--- config.mk ---
export PLATFORM = sky130hd
export DESIGN_NAME = sd_spi_responder_flat
export DESIGN_NICKNAME = d
export VERILOG_FILES = /design/src/rtl/sd_spi_responder_if.sv /design/src/rtl/sd_spi_responder.sv /design/src/flat_wrapper.sv
export SDC_FILE = /design/constraint.sdc
export NUM_CORES = 1
export LEC_CHECK = 0
export CAP_MARGIN = 20
export CORE_ASPECT_RATIO = 0.5
export CORE_MARGIN = 2
export CORE_UTILIZATION = 52
export DETAILED_ROUTE_END_ITERATION = 7
export PLACE_DENSITY_LB_ADDON = 0.08
export SLEW_MARGIN = 20
export SYNTH_ARGS = -nofsm -noshare
export SYNTH_HDL_FRONTEND = slang
export SYNTH_SLANG_ARGS = --single-unit
--- constraint.sdc ---
create_clock -name clk -period 2.1 [get_ports clk]
set_input_delay 0.525 -clock clk [delete_from_list [all_inputs] [get_ports clk]]
set_output_delay 0.525 -clock clk [all_outputs]
set_load 0.05 [all_outputs]
--- src/rtl/sd_spi_responder_if.sv ---
// SPI-side signal bundle for the SD card responder: host-driven bus lines plus
// the card's decoded-command and status outputs.
interface sd_spi_responder_if;
    logic        sclk;
    logic        cs_n;
    logic        mosi;
    logic        miso;
    logic        cmd_valid;
    logic [5:0]  cmd_index;
    logic [31:0] cmd_arg;
    logic        card_ready;

    modport master (
        output sclk, cs_n, mosi,
        input  miso, cmd_valid, cmd_index, cmd_arg, card_ready
    );

    modport slave (
        input  sclk, cs_n, mosi,
        output miso, cmd_valid, cmd_index, cmd_arg, card_ready
    );
endinterface

--- src/rtl/sd_spi_responder.sv ---
// SD card SPI-mode command responder: oversamples the host SPI bus on clk, decodes
// 48-bit command frames, and answers with R1/R3/R7 after a one-byte Ncr gap.
module sd_spi_responder #(
    parameter int unsigned BUSY_COUNT = 2,
    parameter logic [23:0] OCR_VOLT   = 24'hFF8000
) (
    input logic               clk,
    input logic               rst,
    sd_spi_responder_if.slave spi
);

    localparam int unsigned CntW = (BUSY_COUNT < 1) ? 1 : $clog2(BUSY_COUNT + 1);

    typedef enum logic [1:0] {
        StHunt,
        StCmd,
        StGap,
        StResp
    } state_e;

    // Input synchronizers and sclk edge detection
    logic sclk_meta_q, sclk_sync_q, sclk_prev_q;
    logic cs_meta_q, cs_sync_q;
    logic mosi_meta_q, mosi_sync_q;
    logic sclk_rise, sclk_fall;

    state_e          state_q, state_d;
    logic [5:0]      bit_cnt_q, bit_cnt_d;
    logic [37:0]     payload_q, payload_d;
    logic [39:0]     resp_q, resp_d;
    logic [5:0]      last_q, last_d;
    logic            miso_q, miso_d;
    logic            cmd_valid_q, cmd_valid_d;
    logic [5:0]      cmd_index_q, cmd_index_d;
    logic [31:0]     cmd_arg_q, cmd_arg_d;
    logic            ready_q, ready_d;
    logic            idle_q, idle_d;
    logic            app_q, app_d;
    logic [CntW-1:0] acmd_cnt_q, acmd_cnt_d;

    // Command decode results
    logic [5:0]      dec_index;
    logic [31:0]     dec_arg;
    logic            idle_upd, ready_upd, app_upd, illegal, long_resp;
    logic [CntW-1:0] cnt_upd;
    logic [31:0]     resp_tail;
    logic [7:0]      r1;

    always_ff @(posedge clk) begin
        if (rst) begin
            sclk_meta_q <= 1'b0;
            sclk_sync_q <= 1'b0;
            sclk_prev_q <= 1'b0;
            cs_meta_q   <= 1'b1;
            cs_sync_q   <= 1'b1;
            mosi_meta_q <= 1'b1;
            mosi_sync_q <= 1'b1;
        end else begin
            sclk_meta_q <= spi.sclk;
            sclk_sync_q <= sclk_meta_q;
            sclk_prev_q <= sclk_sync_q;
            cs_meta_q   <= spi.cs_n;
            cs_sync_q   <= cs_meta_q;
            mosi_meta_q <= spi.mosi;
            mosi_sync_q <= mosi_meta_q;
        end
    end

    assign sclk_rise = sclk_sync_q & ~sclk_prev_q;
    assign sclk_fall = ~sclk_sync_q & sclk_prev_q;

    // Only bits 3..40 (index and argument) are kept; CRC and stop bit are never stored.
    assign dec_index = payload_q[37:32];
    assign dec_arg   = payload_q[31:0];

    always_comb begin
        idle_upd  = idle_q;
        ready_upd = ready_q;
        cnt_upd   = acmd_cnt_q;
        app_upd   = 1'b0;
        illegal   = 1'b0;
        long_resp = 1'b0;
        resp_tail = 32'h0;
        case (dec_index)
            6'd0: begin
                idle_upd  = 1'b1;
                ready_upd = 1'b0;
                cnt_upd   = '0;
            end
            6'd8: begin
                long_resp = 1'b1;
                resp_tail = {16'h0000, 4'h0, dec_arg[11:8], dec_arg[7:0]};
            end
            6'd55: app_upd = 1'b1;
            6'd41: begin
                if (!app_q) begin
                    illegal = 1'b1;
                end else if (32'(acmd_cnt_q) < BUSY_COUNT) begin
                    cnt_upd = acmd_cnt_q + CntW'(1);
                end else begin
                    idle_upd  = 1'b0;
                    ready_upd = 1'b1;
                end
            end
            6'd58: begin
                long_resp = 1'b1;
                resp_tail = {ready_q, ready_q, 6'h00, OCR_VOLT};
            end
            default: illegal = 1'b1;
        endcase
    end

    // Idle bit reflects the post-command state, so CMD0 and the final ACMD41 report it directly.
    assign r1 = {5'b00000, illegal, 1'b0, idle_upd};

    always_comb begin
        state_d     = state_q;
        bit_cnt_d   = bit_cnt_q;
        payload_d   = payload_q;
        resp_d      = resp_q;
        last_d      = last_q;
        miso_d      = miso_q;
        cmd_valid_d = 1'b0;
        cmd_index_d = cmd_index_q;
        cmd_arg_d   = cmd_arg_q;
        ready_d     = ready_q;
        idle_d      = idle_q;
        app_d       = app_q;
        acmd_cnt_d  = acmd_cnt_q;

        if (cs_sync_q) begin
            state_d   = StHunt;
            bit_cnt_d = 6'd0;
            miso_d    = 1'b1;
        end else begin
            unique case (state_q)
                StHunt: begin
                    miso_d = 1'b1;
                    if (sclk_rise && !mosi_sync_q) begin
                        state_d   = StCmd;
                        bit_cnt_d = 6'd1;
                    end
                end
                StCmd: begin
                    if (sclk_rise) begin
                        if (bit_cnt_q >= 6'd2 && bit_cnt_q <= 6'd39) begin
                            payload_d = {payload_q[36:0], mosi_sync_q};
                        end
                        if (bit_cnt_q == 6'd47) begin
                            state_d     = StGap;
                            bit_cnt_d   = 6'd0;
                            cmd_valid_d = 1'b1;
                            cmd_index_d = dec_index;
                            cmd_arg_d   = dec_arg;
                            idle_d      = idle_upd;
                            ready_d     = ready_upd;
                            app_d       = app_upd;
                            acmd_cnt_d  = cnt_upd;
                            resp_d      = {r1, resp_tail};
                            last_d      = long_resp ? 6'd39 : 6'd7;
                        end else begin
                            bit_cnt_d = bit_cnt_q + 6'd1;
                        end
                    end
                end
                StGap: begin
                    miso_d = 1'b1;
                    if (sclk_rise) begin
                        if (bit_cnt_q == 6'd7) begin
                            state_d   = StResp;
                            bit_cnt_d = 6'd0;
                        end else begin
                            bit_cnt_d = bit_cnt_q + 6'd1;
                        end
                    end
                end
                StResp: begin
                    if (sclk_fall) begin
                        miso_d = resp_q[39];
                        resp_d = {resp_q[38:0], 1'b1};
                    end else if (sclk_rise) begin
                        if (bit_cnt_q == last_q) begin
                            state_d   = StHunt;
                            bit_cnt_d = 6'd0;
                            miso_d    = 1'b1;
                        end else begin
                            bit_cnt_d = bit_cnt_q + 6'd1;
                        end
                    end
                end
                default: begin
                    state_d = StHunt;
                    miso_d  = 1'b1;
                end
            endcase
        end
    end

    always_ff @(posedge clk) begin
        if (rst) begin
            state_q     <= StHunt;
            bit_cnt_q   <= 6'd0;
            payload_q   <= '0;
            resp_q      <= '1;
            last_q      <= 6'd0;
            miso_q      <= 1'b1;
            cmd_valid_q <= 1'b0;
            cmd_index_q <= 6'd0;
            cmd_arg_q   <= 32'h0;
            ready_q     <= 1'b0;
            idle_q      <= 1'b1;
            app_q       <= 1'b0;
            acmd_cnt_q  <= '0;
        end else begin
            state_q     <= state_d;
            bit_cnt_q   <= bit_cnt_d;
            payload_q   <= payload_d;
            resp_q      <= resp_d;
            last_q      <= last_d;
            miso_q      <= miso_d;
            cmd_valid_q <= cmd_valid_d;
            cmd_index_q <= cmd_index_d;
            cmd_arg_q   <= cmd_arg_d;
            ready_q     <= ready_d;
            idle_q      <= idle_d;
            app_q       <= app_d;
            acmd_cnt_q  <= acmd_cnt_d;
        end
    end

    assign spi.miso       = miso_q;
    assign spi.cmd_valid  = cmd_valid_q;
    assign spi.cmd_index  = cmd_index_q;
    assign spi.cmd_arg    = cmd_arg_q;
    assign spi.card_ready = ready_q;

endmodule

--- src/flat_wrapper.sv ---
// flat-port wrapper written by rule: the top's interface ports become plain ports
module sd_spi_responder_flat 
#(
    parameter int unsigned BUSY_COUNT = 2,
    parameter logic [23:0] OCR_VOLT   = 24'hFF8000
)
  (clk, rst, spi_sclk, spi_cs_n, spi_mosi, spi_miso, spi_cmd_valid, spi_cmd_index, spi_cmd_arg, spi_card_ready);
  sd_spi_responder_if spi_i ();
  input logic clk;
  input logic rst;
  input wire logic [$bits(spi_i.sclk)-1:0] spi_sclk;
  input wire logic [$bits(spi_i.cs_n)-1:0] spi_cs_n;
  input wire logic [$bits(spi_i.mosi)-1:0] spi_mosi;
  output wire logic [$bits(spi_i.miso)-1:0] spi_miso;
  output wire logic [$bits(spi_i.cmd_valid)-1:0] spi_cmd_valid;
  output wire logic [$bits(spi_i.cmd_index)-1:0] spi_cmd_index;
  output wire logic [$bits(spi_i.cmd_arg)-1:0] spi_cmd_arg;
  output wire logic [$bits(spi_i.card_ready)-1:0] spi_card_ready;
  assign spi_i.sclk = spi_sclk;
  assign spi_i.cs_n = spi_cs_n;
  assign spi_i.mosi = spi_mosi;
  assign spi_miso = spi_i.miso;
  assign spi_cmd_valid = spi_i.cmd_valid;
  assign spi_cmd_index = spi_i.cmd_index;
  assign spi_cmd_arg = spi_i.cmd_arg;
  assign spi_card_ready = spi_i.card_ready;
  sd_spi_responder #(.BUSY_COUNT(BUSY_COUNT), .OCR_VOLT(OCR_VOLT)) u_core (.clk(clk), .rst(rst), .spi(spi_i));
endmodule
==> run_results.csv, run 1 <==
group,metric,value,unit
finish,postLayoutCoreUtil,68.1,%
drt,first_iter_violations,242,
die,row_count,26,
worst_hold_path,whs_path_depth,1,
worst_setup_path,r2r_cells,8,
cts,cts_hold_buf,0,
synthesis,ys_types,44,
worst_setup_path,cp_top_family,"buffers and inverters",
worst_setup_path,arrival,1.55,ns
finish,drive_gt1_share,13.5,%
placement,dpl.hpwl,7.15,mm
cts,clock_path_buffers,2,
synthesis,synth_ff_type,"dfxtp_1",
finish,areaGrowthSynthToFinish,26.8,%
global_routing,grt_pass1_wl,20.3,mm
global_routing,grt-ovfl-total,0,
die,die_width,149,um
synthesis,ys_ff_latch,140,
drt,vias_per_cell,5.42,
cts,clk_latency,0.42,ns
timing,fin_skew,0.00733,ns
timing,worst_pin_slew,0.509,ns
global_routing,grt_max_degree,48,
pwr,switching_share,22.4,%
synthesis,syn-instance-count,675,
timing,fmax,483,MHz
drt,routed_wl,12.8,mm
worst_hold_path,hold_end,"u_core.cs_sync_q",
pwr,clockPowerShare,52.4,%
die,start_util,53.7,%
finish,final_cells,871,
timing,whs,0.407,ns
finish,nFillCells,844,
drt,vias,4719,
synthesis,synth_edf_count,0,
placement,placed_cells,833,
pwr,p_sw,1.29,mW
worst_setup_path,rr_startpoint,"u_core.bit_cnt_q[0]",
worst_setup_path,criticalPathCategory,"reg2out",
timing,min_period,2.07,ns
die,io_pins,46,
flow_run,max_cap_viol_count,0,
timing,finalSetupViolCount,0,
pwr,power.leakage,3.00,nW
finish,antenna_cells,0,
synthesis,synth_nets,686,
worst_setup_path,crit_path_cell_trace,"clkdlybuf4s50_1",
finish,regArea,2810,sq um
global_routing,antenna_found_initial,0,
die,core-area,10200,sq um
cts,root_buffer,"clkbuf_16",
timing,final_hold_viol_count,0,
drt,wire_per_inst,14.7,um
synthesis,seq_area_frac_synth,50.9,%
worst_setup_path,max_stage_delay,0.80,ns
global_routing,grt.total_usage,21.9,%
global_routing,grt_pass1_vias,4266,
cts,cts_sinks,140,
cts,cts_made_buffers,17,
cts,htreeDepth,4,
pwr,p_seq_share,46.4,%
worst_hold_path,worst_hold_path_type,"reg2reg",
worst_setup_path,critical_path.slowest_cell,"clkdlybuf4s50_1",
pwr,p_int,4.46,mW
die,die_h,76.8,um
worst_hold_path,hold_start,"u_core.cs_meta_q",
run_status,status,"finished clean",
timing,timing.slew.headroom,66.0,%
synthesis,syn_area_per_cell,8.15,sq um
worst_setup_path,required,1.57,ns
timing,finalCritPeriodShare,98.6,%
finish,final_cell_mix,"nand2_1, dfxtp_1, a21oi_1, nand3_1, buf_4",
worst_setup_path,crit_fanout,2,
cts,clk_pin_slew_worst_paths,0.06,ns
pwr,power_density,823,nW/um^2
timing,drv_slew,0,
die,fp.dieArea,11500,sq um
worst_setup_path,endpoint_kind,"primary output",
finish,multi_input_area,2500,sq um
finish,final_nets,729,
synthesis,synthArstFlopShare,0,%
placement,gp_congestion,0.831,
pwr,vdd_ir_drop_max,596,uV
drt,drtAntennaViolNets,0,
worst_setup_path,ff2ff_setup_slack,0.05,ns
finish,final_common_cell,"nand2_1",
drt,drc,0,
synthesis,yosysWarningCount,0,
synthesis,syn_area,5500,sq um
cts,cts_tree,"done",
drt,first_pass_iters,5,
worst_setup_path,rr_endpoint,"u_core.payload_q[4]",
worst_setup_path,critPathBufInv,1,
worst_setup_path,worstSetupStartpointType,"register",
placement,placement.io_buffers,45,
timing,tns,0,ns
pwr,combPwrFrac,1.2,%
cell usage after synthesis (7+ instances only):
master / instances / share of area [%]
a211o_1: 19 / 3.0
a21oi_1: 98 / 8.9
and3_1: 16 / 1.8
buf_2: 10 / 0.91
buf_4: 8 / 1.1
clkbuf_1: 33 / 2.3
dfxtp_1: 140 / 51
inv_1: 8 / 0.55
nand2_1: 187 / 13
nand3_1: 46 / 4.2
nor2_1: 19 / 1.3
nor3_1: 8 / 0.73
o21ai_0: 9 / 0.82
or2_2: 9 / 1.0
or4_1: 7 / 0.95
routing by layer:
layer / share of wire, % / track usage (%) / routed length, um / vias up
met1: 51 / 30.8 / 6500 / 2226
met4: 0.73 / 7.14 / 93 / 0
met3: 5.2 / 6.25 / 661 / 12
met5: 0 / 0 / 0 / -
met2: 43 / 32.3 / 5560 / 89
li1: - / - / - / 2392
stage by stage:
stage,worst slack [ns],instance area [sq um],power [mW]
2_1_floorplan,0.0697,5500,2.77
5_1_grt,-0.0386,6980,5.91
6_report,0.0292,6980,5.75
3_3_place_gp,0.0600,6150,2.79
3_5_place_dp,0.0216,6150,2.79
4_1_cts,0.000414,6730,5.76
layout make-up:
class                           count  area share, %
Inverter                            8          0.430
Tap cell                          140           2.51
Multi-Input combinational cell    475           35.8
Timing Repair Buffer               76           12.5
Clock inverter                     14           2.35
Clock buffer                       18           6.15
Sequential cell                   140           40.2
sequential cells by signal, indices dropped and copies added (netlist names):
signal / cells
u_core.spi.cmd_valid: 1
u_core.idle_q: 1
u_core.spi.cmd_arg: 32
u_core.mosi_meta_q: 1
u_core.app_q: 1
u_core.sclk_sync_q: 1
u_core.spi.miso: 1
u_core.bit_cnt_q: 6
u_core.payload_q: 38
u_core.acmd_cnt_q: 2
u_core.last_q: 2
u_core.mosi_sync_q: 1
u_core.state_q: 2
u_core.cs_sync_q: 1
u_core.spi.cmd_index: 6
u_core.cs_meta_q: 1
u_core.resp_q: 40
u_core.sclk_meta_q: 1
u_core.spi.card_ready: 1
u_core.sclk_prev_q: 1
how the worst max path moves through the flow:
stage          slack [ns]                    from  cells after the start                  end
3_3_place_gp         0.06     u_core.bit_cnt_q[1]                      6    u_core.resp_q[12]
3_5_place_dp         0.02     u_core.bit_cnt_q[1]                      7    u_core.resp_q[32]
5_1_grt             -0.04     u_core.bit_cnt_q[0]                      8  u_core.payload_q[4]
4_1_cts            0.0004  u_core.spi.cmd_arg[28]                      1      spi_cmd_arg[28]
2_1_floorplan        0.07       u_core.state_q[1]                      7     u_core.resp_q[0]
6_report             0.03  u_core.spi.cmd_arg[31]                      1      spi_cmd_arg[31]
power by group through the flow:
stage | clock network, mW | logic (mW) | registers, mW
floorplan | 0 | 0.0488 | 2.72
global placement | 0 | 0.0675 | 2.72
detailed placement | 0 | 0.0664 | 2.72
CTS | 3.03 | 0.0670 | 2.67
global route | 3.17 | 0.0753 | 2.67
finish | 3.01 | 0.0674 | 2.67
logic make-up after synthesis:
logic type / after synthesis / share of synthesized area [%]
fa+ha+maj: 6 / 1.36
simple gates: 315 / 25.8
buf+inv: 60 / 4.86
xor+xnor: 1 / 0.159
flops: 140 / 50.9
compound gates: 152 / 16.7
mux: 1 / 0.182
worst reg2reg max path: stages (launching register included):
cell       delay (ns)
dfxtp_2          0.38
inv_1            0.09
ha_1             0.20
or4_4            0.52
o211ai_4         0.22
buf_12           0.15
clkbuf_16        0.18
nand2_1          0.08
a21oi_1          0.15
what timing repair did:
item	in CTS	in global routing
pin swaps	0	4
setup buffers	0	2
gates resized for setup	12	38
endpoints found under the setup margin	13	80
cloned	0	4
No activity file was read; power rests on OpenSTA's default activity.
==> run 2: changes to the inputs <==
--- a/config.mk
+++ b/config.mk
@@ -8,7 +8,7 @@
 export CAP_MARGIN = 20
 export CORE_ASPECT_RATIO = 0.5
 export CORE_MARGIN = 2
-export CORE_UTILIZATION = 52
+export CORE_UTILIZATION = 57
 export DETAILED_ROUTE_END_ITERATION = 7
 export PLACE_DENSITY_LB_ADDON = 0.08
 export SLEW_MARGIN = 20
==> constraint.sdc (replaced) <==
create_clock -name clk -period 2.3 [get_ports clk]
set_input_delay 0.575 -clock clk [delete_from_list [all_inputs] [get_ports clk]]
set_output_delay 0.575 -clock clk [all_outputs]
set_load 0.05 [all_outputs]
==> run 2 against run 1 <==
  * Clock skew up 0.0020 ns
  * First-iteration DRC count rose by 29%
  * Wire length fell by 7.9%
  * Highest routed layer unchanged
  * Clock-buffer cell count increased by 2
  * Clock power shrank 10%
  * Sequential power shrank 9.0%
  * Largest power group unchanged
==> run_results.csv, run 2 (same netlist as run 1, synthesis figures left out) <==
group,metric,value,unit
timing,final_hold_viol_count,0,
worst_setup_path,crit_start,"u_core.spi.card_ready",
drt,first_iter_violations,313,
cts,clock_path_buffers,2,
cts,htreeDepth,4,
drt,drtAntennaViolNets,0,
global_routing,grt_pass1_vias,3963,
global_routing,antenna_found_initial,0,
worst_hold_path,hold_start,"u_core.mosi_meta_q",
cts,root_buffer,"clkbuf_16",
finish,largest_reg_flops,40,
global_routing,grt-ovfl-total,0,
global_routing,globalRouteMet2Util,33.3,%
drt,wire_per_inst,13.9,um
timing,min_period,2.19,ns
worst_setup_path,cp_top_family,"buffers and inverters",
die,start_util,58.5,%
global_routing,use_met3,6.26,%
finish,areaGrowthSynthToFinish,21.0,%
die,die_h,73.5,um
placement,placed_cells,817,
die,die_width,143,um
die,core-area,9420,sq um
die,row_count,25,
worst_setup_path,critPathBufInv,1,
worst_setup_path,criticalPathCategory,"reg2out",
worst_hold_path,worst_hold_path_type,"reg2reg",
worst_setup_path,crit_fanout,3,
drt,first_pass_iters,5,
finish,nFillCells,774,
finish,antenna_cells,0,
timing,fin_skew,0.00936,ns
drt,vias_per_cell,5.49,
timing,tns,0,ns
die,fp.dieArea,10500,sq um
cts,cts_made_buffers,17,
timing,drv_slew,0,
placement,dpl.hpwl,6.86,mm
worst_setup_path,endpoint_kind,"primary output",
global_routing,gr-usage-met1,33.2,%
worst_setup_path,arrival,1.61,ns
timing,finalSetupViolCount,0,
timing,finalCritPeriodShare,95.2,%
cts,cts_sinks,140,
drt,vias,4669,
timing,worst_pin_slew,0.571,ns
timing,timing.slew.headroom,61.8,%
worst_setup_path,required,1.73,ns
cts,cts_tree,"done",
finish,final_cell_mix,"nand2_1, dfxtp_1, a21oi_1, nand3_1, clkdlybuf4s50_1",
drt,routed_wl,11.8,mm
global_routing,grt.total_usage,23.0,%
cts,clk_pin_slew_worst_paths,0.06,ns
timing,rsz0062_at_grt,"no",
placement,placement.io_buffers,45,
run_status,status,"finished clean",
worst_setup_path,crit_path_cell_trace,"clkdlybuf4s50_1",
cts,clk_latency,0.41,ns
worst_setup_path,critical_path.slowest_cell,"clkdlybuf4s50_1",
pwr,vdd_ir_drop_max,566,uV
finish,final_nets,713,
cts,cts_hold_buf,0,
flow_run,max_cap_viol_count,0,
drt,drc,0,
global_routing,grt_max_degree,76,
placement,gp_congestion,0.823,
die,io_pins,46,
worst_setup_path,worstSetupStartpointType,"register",
pwr,power_density,780,nW/um^2
finish,drive_gt1_share,9.37,%
timing,fmax,457,MHz
finish,regMostFlops,"u_core.resp_q",
pwr,power.leakage,2.40,nW
finish,final_common_cell,"nand2_1",
finish,final_cells,850,
global_routing,grt_pass1_wl,19.2,mm
worst_setup_path,max_stage_delay,0.83,ns
worst_setup_path,rr_startpoint,"u_core.bit_cnt_q[0]",
global_routing,grt-busiest-layer,"met2",
[run 2: final timing paths]
kind                            cells past startpoint  slack, ns                 end
worst min register to register                      1       0.42  u_core.mosi_sync_q
worst max register to register                      6       0.15   u_core.resp_q[12]
worst min-delay path                                1       0.42  u_core.mosi_sync_q
worst max-delay path                                1       0.11      spi_card_ready
[run 2: area by class of cell]
class	count	area, sq um	share of cell area (%)
flip-flops and latches	140	2800	42.1
multi-input cells	475	2450	36.8
repair buffers	60	623	9.36
clock buffers	20	447	6.71
well taps	135	169	2.54
clock inverters	12	139	2.09
inverters	8	30.0	0.451
[run 2: per-stage QoR]
step / hold WS, ns / total power, mW / setup slack, ns / area [sq um] / util (%)
2_1_floorplan: 0.389 / 2.53 / 0.270 / 5500 / -
3_3_place_gp: 0.397 / 2.55 / 0.185 / 6060 / 64.3
3_5_place_dp: 0.409 / 2.55 / 0.111 / 6060 / 64.3
4_1_cts: 0.424 / 5.24 / 0.0954 / 6640 / 70.6
5_1_grt: 0.432 / 5.34 / 0.0564 / 6660 / 70.7
6_report: 0.417 / 5.20 / 0.111 / 6660 / 70.7
[run 2: power breakdown]
part           switching (mW)  total (mW)  internal, mW  leakage, nW
clock                    1.06        2.70          1.64        0.279
sequential            0.00429        2.43          2.43         1.13
combinational          0.0437      0.0632        0.0195        0.992
total                    1.11        5.20          4.09         2.40
[run 2: layer usage]
metal  routed length, um  vias up  part of all wire, %
li1                    -     2355                    -
met1                5990     2203                   51
met2                5100       94                   43
met3                 576       17                  4.9
met4                 138        0                  1.2
met5                   0        -                    0
[run 2: what timing repair did]
item                                    in CTS  in global routing
endpoints found under the setup margin       0                 25
setup buffers                                0                  1
resized for setup                            0                  3
